**config.mk**
```make
export PLATFORM = sky130hd
export DESIGN_NAME = axi_read_slave
export DESIGN_NICKNAME = d
export VERILOG_FILES = /design/src/rtl/axi_read_slave.sv
export SDC_FILE = /design/constraint.sdc
export NUM_CORES = 1
export LEC_CHECK = 0
export ABC_AREA = 1
export CAP_MARGIN = 20
export CORE_UTILIZATION = 65
export DETAILED_ROUTE_END_ITERATION = 10
export GPL_ROUTABILITY_DRIVEN = 0
export HOLD_SLACK_MARGIN = 0.02
export PLACE_DENSITY = 0.85
export SYNTH_ARGS = -nofsm -noshare
export SYNTH_HDL_FRONTEND = slang
export SYNTH_SLANG_ARGS = --single-unit
```
**constraint.sdc**
```tcl
create_clock -name ACLK -period 6.61 [get_ports ACLK]
set_input_delay 1.983 -clock ACLK [delete_from_list [all_inputs] [get_ports ACLK]]
set_output_delay 1.983 -clock ACLK [all_outputs]
set_load 0.02 [all_outputs]
```
**src/rtl/axi_read_slave.sv**
```systemverilog
// AXI read-channel responder: one outstanding burst, FIXED/INCR/WRAP beats
// served from an internal word memory with a backdoor write port.
module axi_read_slave #(
  parameter int BusWidth = 32,
  parameter int tagbits  = 1,
  parameter int MemDepth = 16
) (
  input  logic                        ACLK,
  input  logic                        ARESET,
  input  logic                        mem_we,
  input  logic [$clog2(MemDepth)-1:0] mem_waddr,
  input  logic [BusWidth-1:0]         mem_wdata,
  input  logic [tagbits-1:0]          ARID,
  input  logic [BusWidth-1:0]         ARADDR,
  input  logic [3:0]                  ARLEN,
  input  logic [1:0]                  ARSIZE,
  input  logic [1:0]                  ARBURST,
  input  logic [1:0]                  ARLOCK,
  input  logic [3:0]                  ARCACHE,
  input  logic [2:0]                  ARPROT,
  input  logic                        ARVALID,
  output logic                        ARREADY,
  output logic [tagbits-1:0]          RID,
  output logic [BusWidth-1:0]         RDATA,
  output logic [1:0]                  RRESP,
  output logic                        RLAST,
  output logic                        RVALID,
  input  logic                        RREADY
);

  localparam int AW = $clog2(MemDepth);
  localparam logic [BusWidth-1:0] DEPTH = BusWidth'(MemDepth);

  typedef enum logic {IDLE, SEND} state_t;

  state_t              state;
  logic [BusWidth-1:0] mem [MemDepth];
  logic [BusWidth-1:0] addr_q;
  logic [3:0]          len_q;
  logic [1:0]          size_q;
  logic [1:0]          burst_q;
  logic                err_q;
  logic [3:0]          cnt;

  logic [BusWidth-1:0] sz;
  logic [BusWidth-1:0] bound;
  logic [BusWidth-1:0] wrap_addr;
  logic [BusWidth-1:0] nxt_addr;
  logic [BusWidth-1:0] ld_addr;
  logic [BusWidth-1:0] widx;
  logic [BusWidth-1:0] ld_data;
  logic [1:0]          ld_resp;
  logic                req_err;
  logic                ld_err;
  logic                ld_bad;
  logic                unused_sideband;

  assign unused_sideband = ^{ARLOCK, ARCACHE, ARPROT};

  // Backdoor port is live in every state, reset included.
  always_ff @(posedge ACLK) begin
    if (mem_we) mem[mem_waddr] <= mem_wdata;
  end

  always_comb begin
    sz        = BusWidth'(1) << size_q;
    bound     = (BusWidth'(len_q) + BusWidth'(1)) << size_q;
    wrap_addr = (addr_q & ~(bound - BusWidth'(1)))
              | ((addr_q + sz) & (bound - BusWidth'(1)));
    nxt_addr  = addr_q;
    unique case (burst_q)
      2'b01:   nxt_addr = addr_q + sz;
      2'b10:   nxt_addr = wrap_addr;
      default: nxt_addr = addr_q;
    endcase
    req_err = (ARBURST == 2'b11) || (ARSIZE == 2'b11)
           || (ARLEN > 4'd3)
           || ((ARBURST == 2'b10) && (ARLEN != 4'd1) && (ARLEN != 4'd3));
    // Beat 0 comes straight from the request, later beats from the latched burst.
    ld_addr = (state == IDLE) ? ARADDR : nxt_addr;
    ld_err  = (state == IDLE) ? req_err : err_q;
    widx    = ld_addr >> 2;
    ld_bad  = ld_err || (widx >= DEPTH);
    ld_data = ld_bad ? '0 : mem[widx[AW-1:0]];
    ld_resp = ld_bad ? 2'b10 : 2'b00;
  end

  always_ff @(posedge ACLK or posedge ARESET) begin
    if (ARESET) begin
      state   <= IDLE;
      ARREADY <= 1'b0;
      RVALID  <= 1'b0;
      RLAST   <= 1'b0;
      RID     <= '0;
      RDATA   <= '0;
      RRESP   <= 2'b00;
      cnt     <= '0;
      addr_q  <= '0;
      len_q   <= '0;
      size_q  <= '0;
      burst_q <= '0;
      err_q   <= 1'b0;
    end else begin
      unique case (state)
        IDLE: begin
          if (ARVALID && ARREADY) begin
            addr_q  <= ARADDR;
            len_q   <= ARLEN;
            size_q  <= ARSIZE;
            burst_q <= ARBURST;
            err_q   <= req_err;
            cnt     <= '0;
            RID     <= ARID;
            RDATA   <= ld_data;
            RRESP   <= ld_resp;
            RLAST   <= (ARLEN == 4'd0);
            RVALID  <= 1'b1;
            ARREADY <= 1'b0;
            state   <= SEND;
          end else begin
            ARREADY <= 1'b1;
          end
        end
        SEND: begin
          if (RREADY) begin
            if (RLAST) begin
              RVALID  <= 1'b0;
              RLAST   <= 1'b0;
              ARREADY <= 1'b1;
              state   <= IDLE;
            end else begin
              addr_q <= nxt_addr;
              cnt    <= cnt + 4'd1;
              RDATA  <= ld_data;
              RRESP  <= ld_resp;
              RLAST  <= ((cnt + 4'd1) == len_q);
            end
          end
        end
        default: state <= IDLE;
      endcase
    end
  end

endmodule

```
==> qor.yml, run 1 <==
run_status:
  status: "finished, final reports clean"
finish:
  layout-area-overhead-vs-synth_pct: 12.94
  final_cell_mix: "nand2_1, edfxtp_1, nand3_1"
  design_area_um2: 32010
  fillCellCount: 2732
  drive_gt1_share_pct: 7.152
  final_common_cell: "nand2_1"
  nNetsFinal: 3215
pwr:
  p_leak_nw: 13.67
  p_per_area_nw_per_um2: 527.6
  peakVddDrop_uv: 814.8
place:
  hpwlAfterDp_um: 42220
  placedInstanceArea_um2: 30020
  io_buffer_count: 118
worst_setup_path:
  startpoint_type: "input port"
  critPathKind: "in -> reg"
  crit_fanout: 23
  reg2reg_from: "burst_q[0]$_DFFE_PP0P_"
  critPathLaunch: "ARVALID"
  reg2regPathDepth: 15
  arrival_ns: 5.27
  required_ns: 7.17
  crit_path_end_kind: "flop"
logic_synthesis:
  avgSynthCellArea_um2: 9.292
  yosys.area.top_type_share_pct: 54.25
  synth.distinct_cells: 41
  yosys.area.top_type: "edfxtp_1"
  synth_edf_count: 512
  syn_inst: 3050
  ys_ff_latch: 595
  yosysSeqAreaShare_pct: 61.58
  syn-num-nets: 3152
  ys_async_sr_fraction_pct: 13.95
  ys.flop_type: "edfxtp_1"
  syn_area_um2: 28340
  ys_warn_count: 0
  synth_area_leaders: "edfxtp_1, nand2_1, nand3_1"
clocking:
  cts_tree: "built"
  clockBufferDepth: 3
  htree_levels: 2
  clk_latency_ns: 0.63
  hold_buffers: 0
  numCtsBuffers: 57
  clkTransAtPathRegs_ns: 0.06
  clock_sinks: 595
  cts_root_buf: "clkbuf_16"
  cts_setup_buffers: 0
  post_cts_resize_count: 0
timing:
  tns_ns: 0
  slew_violations: 0
  rsz0062_at_grt: "no"
  setup_viol: 0
  finalClockSkew_ns: 0.03844
  layout_min_cycle_time_ns: 4.706
  hold_viol_final: 0
  worst_pin_slew_ns: 1.167
  finalCritPeriodShare_pct: 71.19
  timing.slew.headroom_pct: 21.99
  fmax_mhz: 212.5
floorplanning:
  die_x_um: 210.8
  core_area_um2: 43080
  start_util_pct: 65.79
  std_cell_rows: 76
  die_area_um2: 44440
  ios: 129
  die_height_um: 210.8
hold_path:
  min_from: "RDATA[5]$_DFFE_PP0P_"
  hold_path_depth: 2
  hp-class: "reg -> reg"
detailed_routing:
  drtIter0Drc: 3447
  wl_um: 75640
  antenna_left: 0
  routed_via_density: 6.047
  drc: 0
  detail_route.wl_per_cell_um: 20.19
  via_count: 22657
  drt_pass1_iterations: 7
global_route:
  grtUsageTotal_pct: 34.19
  grt_pass1_vias: 22155
  grt_max_degree: 217
  grt_pass1_wl_um: 115900
  antenna_found_initial: 4
  grt_overflow: 0
run:
  cap_violations: 0
metal layers:
layer	routed length [um]	vias to the layer above	GRT usage [%]	part of all wire (%)
met5	10	-	0	0.013
li1	-	10170	-	-
met4	3997	2	19.62	5.3
met1	26180	10488	42.82	35
met3	9162	331	6.140	12
met2	36290	1666	56.37	48
worst paths after layout:
kind	end	slack [ns]
max reg2reg	RDATA[17]$_DFFE_PP0P_	1.96
max in group asynchronous	RDATA[15]$_DFFE_PP0P_	4.02
min reg2reg	RDATA[5]$_DFFE_PP0P_	0.49
max	RDATA[28]$_DFFE_PP0P_	1.90
min	RDATA[5]$_DFFE_PP0P_	0.49
min in group asynchronous	RVALID$_DFFE_PP0P_	1.64
flip-flops by register name, summed over array words and instances (netlist names):
signal and flops:
err_q 1, len_q 4, state 1, size_q 2, burst_q 2, cnt 4, ARREADY 1, RVALID 1
mem 512, RID 1, RRESP 1, RDATA 32, addr_q 32, RLAST 1
area by class of cell:
cell class / count / area, um2 / area share (%)
sequential: 595 / 17450 / 54.52
multi-input combinational: 1966 / 8990 / 28.09
timing repair buffer: 160 / 1697 / 5.301
clock buffer: 78 / 1577 / 4.925
inverter: 333 / 1255 / 3.921
tap: 585 / 732.0 / 2.287
clock inverter: 28 / 301.5 / 0.9421
antenna: 2 / 5.005 / 0.01564
power by group:
| group | internal, mW | switching [mW] | leakage, nW |
|---|---|---|---|
| registers | 4.30 | 0.219 | 5.70 |
| logic | 2.57 | 6.54 | 7.05 |
| clock network | 1.84 | 1.42 | 0.914 |
stage by stage:
stage               power (mW)  cells  hold slack (ns)  util, %  worst slack (ns)
floorplan                11.21   3050           0.4742        -             2.490
global placement         12.85   3630           0.4655    69.43             1.473
detailed placement       13.27   3634           0.4651    69.68             1.394
CTS                      16.62   3740           0.4854    74.04             1.965
global route             17.88   3747           0.5057    74.31             1.693
finish                   16.89   3747           0.4863    74.31             1.904
cells in the mapped netlist, drive strengths merged (11+ instances only):
master,count
nand3,488
o21ai,77
nor2,90
or2,31
nor3,11
a21oi,41
buf,121
nand3b,13
inv,333
edfxtp,512
nand4,40
nand2,1133
clkbuf,35
dfrtp,83
critical path, cell delays in order:
cell and delay (ns):
clkdlybuf4s50_1 0.46, nand3_1 0.35, nand2_1 0.26, inv_2 0.33
a21oi_4 0.92, buf_4 0.42, nand3_1 0.15, nand2_1 0.09
nand4_1 0.15, nand2_1 0.14
kinds of logic (layout without fill, tap and decap cells):
family	after synthesis	count (layout)	share of synthesized area (%)
AO/OA/AOI/OAI	134	134	2.508
adder cells (fa/ha/maj)	11	11	0.5121
XOR/XNOR	14	14	0.4326
other	1	3	0.01323
AND/OR/NAND/NOR	1806	1806	27.59
buffers and inverters	489	599	7.360
flip-flops	595	595	61.58
No activity file was read; power rests on OpenSTA's default activity.
==> inputs of run 2 (changes only) <==
--- a/config.mk
+++ b/config.mk
@@ -7,11 +7,11 @@
 export LEC_CHECK = 0
 export ABC_AREA = 1
 export CAP_MARGIN = 20
-export CORE_UTILIZATION = 65
+export CORE_UTILIZATION = 61
 export DETAILED_ROUTE_END_ITERATION = 10
 export GPL_ROUTABILITY_DRIVEN = 0
 export HOLD_SLACK_MARGIN = 0.02
-export PLACE_DENSITY = 0.85
+export PLACE_DENSITY = 0.8
 export SYNTH_ARGS = -nofsm -noshare
 export SYNTH_HDL_FRONTEND = slang
 export SYNTH_SLANG_ARGS = --single-unit
==> constraint.sdc (replaced) <==
create_clock -name ACLK -period 4.33 [get_ports ACLK]
set_input_delay 1.299 -clock ACLK [delete_from_list [all_inputs] [get_ports ACLK]]
set_output_delay 1.299 -clock ACLK [all_outputs]
set_load 0.02 [all_outputs]
==> run 2 against run 1 <==
  * Global-route usage fell by 2.8 points
  * Combinational power increased by 55%
  * Clock power up 50%
  * Core utilization down 3.7 points
  * Non-clock buffer count up 13
  * Die area up 6.5%
  * Sequential share of layout area shrank 0.31 points
  * Critical endpoint is now RDATA[23]$_DFFE_PP0P_
==> qor.yml, run 2 (synthesis gave the netlist of run 1 again) <==
clocking:
  cts_tree: "built"
  clock_sinks: 595
  clk_latency_ns: 0.62
  clkTransAtPathRegs_ns: 0.06
  cts_root_buf: "clkbuf_16"
  cts_setup_buffers: 0
  numCtsBuffers: 58
  htree_levels: 2
  clockBufferDepth: 3
worst_setup_path:
  slowest_delay_ns: 0.45
  crit_path_end_kind: "flop"
  startpoint_type: "flop"
  slowest_stage: "dfrtp_1"
  critPathKind: "reg -> reg"
  required_ns: 4.89
  critPathTopFamily: "simple AND/OR/NAND/NOR gates"
  critPathBufInv: 3
  path_cells: "nor2_1, ha_1, inv_1, fa_1, o21ai_1, nand2_1, nor2_1, buf_4, xor2_1, nor2_1, nand2_1, nand3_1, nand2_1, nand3_1, nor2_1, nand2_2, nor2_8, buf_12, nand4_1, nand2_1"
  arrival_ns: 4.50
  crit_fanout: 20
finish:
  top_register: "mem"
  multi_input_area_um2: 8981
  final_common_cell: "nand2_1"
  fillCellCount: 3107
  drive_gt1_share_pct: 7.525
  fin_cells: 3779
  layout-area-overhead-vs-synth_pct: 13.61
  largest_reg_flops: 512
  final_cell_mix: "nand2_1, edfxtp_1, nand3_1"
  seq_area_um2: 17450
  design_area_um2: 32200
  top_regs: "mem x512, RDATA x32, addr_q x32"
  nNetsFinal: 3229
global_route:
  grt_pass1_wl_um: 114200
  grt_max_degree: 129
  antenna_found_initial: 4
  grtUsageTotal_pct: 31.35
  grt_pass1_vias: 21843
  grt_overflow: 0
detailed_routing:
  drc: 0
  drtIter0Drc: 2957
  via_count: 22236
  drt_pass1_iterations: 7
  antenna_left: 0
  detail_route.wl_per_cell_um: 19.38
  routed_via_density: 5.884
  wl_um: 73230
floorplanning:
  start_util_pct: 62.18
  std_cell_rows: 78
  die_height_um: 217.5
  die_x_um: 217.5
  ios: 129
  core_area_um2: 45580
  die_area_um2: 47320
timing:
  fmax_mhz: 253.5
  worst_pin_slew_ns: 0.9485
  hold_viol_final: 0
  timing.slew.headroom_pct: 36.77
  tns_ns: 0
  setup_viol: 0
  slew_violations: 0
  layout_min_cycle_time_ns: 3.944
  finalClockSkew_ns: 0.01591
  finalCritPeriodShare_pct: 91.09
  rsz0062_at_grt: "no"
pwr:
  p_leak_nw: 13.73
  p_per_area_nw_per_um2: 803.1
  peakVddDrop_uv: 1630
place:
  placedInstanceArea_um2: 30340
  io_buffer_count: 118
  dp.cells: 3667
  hpwlAfterDp_um: 41470
run_status:
  status: "finished, final reports clean"
run:
  cap_violations: 0
hold_path:
  hp-class: "reg -> reg"
==> run 2: cell count changes in the layout (fill, tap and decap cells not counted), sizes merged <==
cell      change
clkinv        -3
bufinv        -1
clkinvlp      +3
buf          +13
diode         +1
clkbuf        +4
==> run 2: through the flow <==
| stage | worst slack [ns] | hold WS, ns | util, % | total power, mW |
|---|---|---|---|---|
| after floorplan | 0.8942 | 0.4742 | - | 17.12 |
| after global placement | 0.5308 | 0.4660 | 66.58 | 20.20 |
| after detailed placement | 0.4634 | 0.4698 | 66.58 | 20.64 |
| after CTS | 0.4822 | 0.4905 | 70.62 | 25.62 |
| after global routing | 0.1160 | 0.5144 | 70.64 | 27.57 |
| final | 0.3860 | 0.4842 | 70.64 | 25.86 |
==> run 2: final timing paths <==
kind	slack [ns]	cells after the start	to	start
worst min register to register	0.48	2	RDATA[12]$_DFFE_PP0P_	RDATA[12]$_DFFE_PP0P_
max in group asynchronous	2.44	3	addr_q[25]$_DFFE_PP0P_	ARESET
worst min-delay path	0.48	2	RDATA[12]$_DFFE_PP0P_	RDATA[12]$_DFFE_PP0P_
min in group asynchronous	1.19	2	addr_q[20]$_DFFE_PP0P_	ARESET
worst max register to register	0.39	20	RDATA[23]$_DFFE_PP0P_	size_q[1]$_DFFE_PP0P_
worst max-delay path	0.39	20	RDATA[23]$_DFFE_PP0P_	size_q[1]$_DFFE_PP0P_
==> run 2: report_power, final <==
part           internal (mW)  switching, mW
Sequential              6.57          0.303
Clock                   2.77           2.12
Combinational           4.21           9.89
Total                   13.5           12.3
==> run 2: timing repair <==
action / in CTS / in global routing
hold buffers: 0 / 0
resized for setup: 0 / 1
endpoints found under the setup margin: 0 / 4
==> run 2: worst min-delay path: cells and delay by family (launching register included) <==
family        cells  cell delay (ns)
flops             1             0.34
simple gates      2             0.11
==> run 2: routing by layer <==
metal	vias up	wire length (um)	GRT usage [%]
met4	0	3024	15.42
li1	10190	-	-
met5	-	0	0
met1	10387	27230	40.09
met2	1402	35050	51.69
met3	257	7923	5.649
==> run 2: layout make-up <==
cell class	instances	area share, %
Antenna cell	3	0.02332
Clock buffer	82	4.978
Clock inverter	27	0.7462
Inverter	333	3.894
Multi-Input combinational cell	1966	27.90
Sequential cell	595	54.21
Tap cell	600	2.332
Timing Repair Buffer	173	5.923
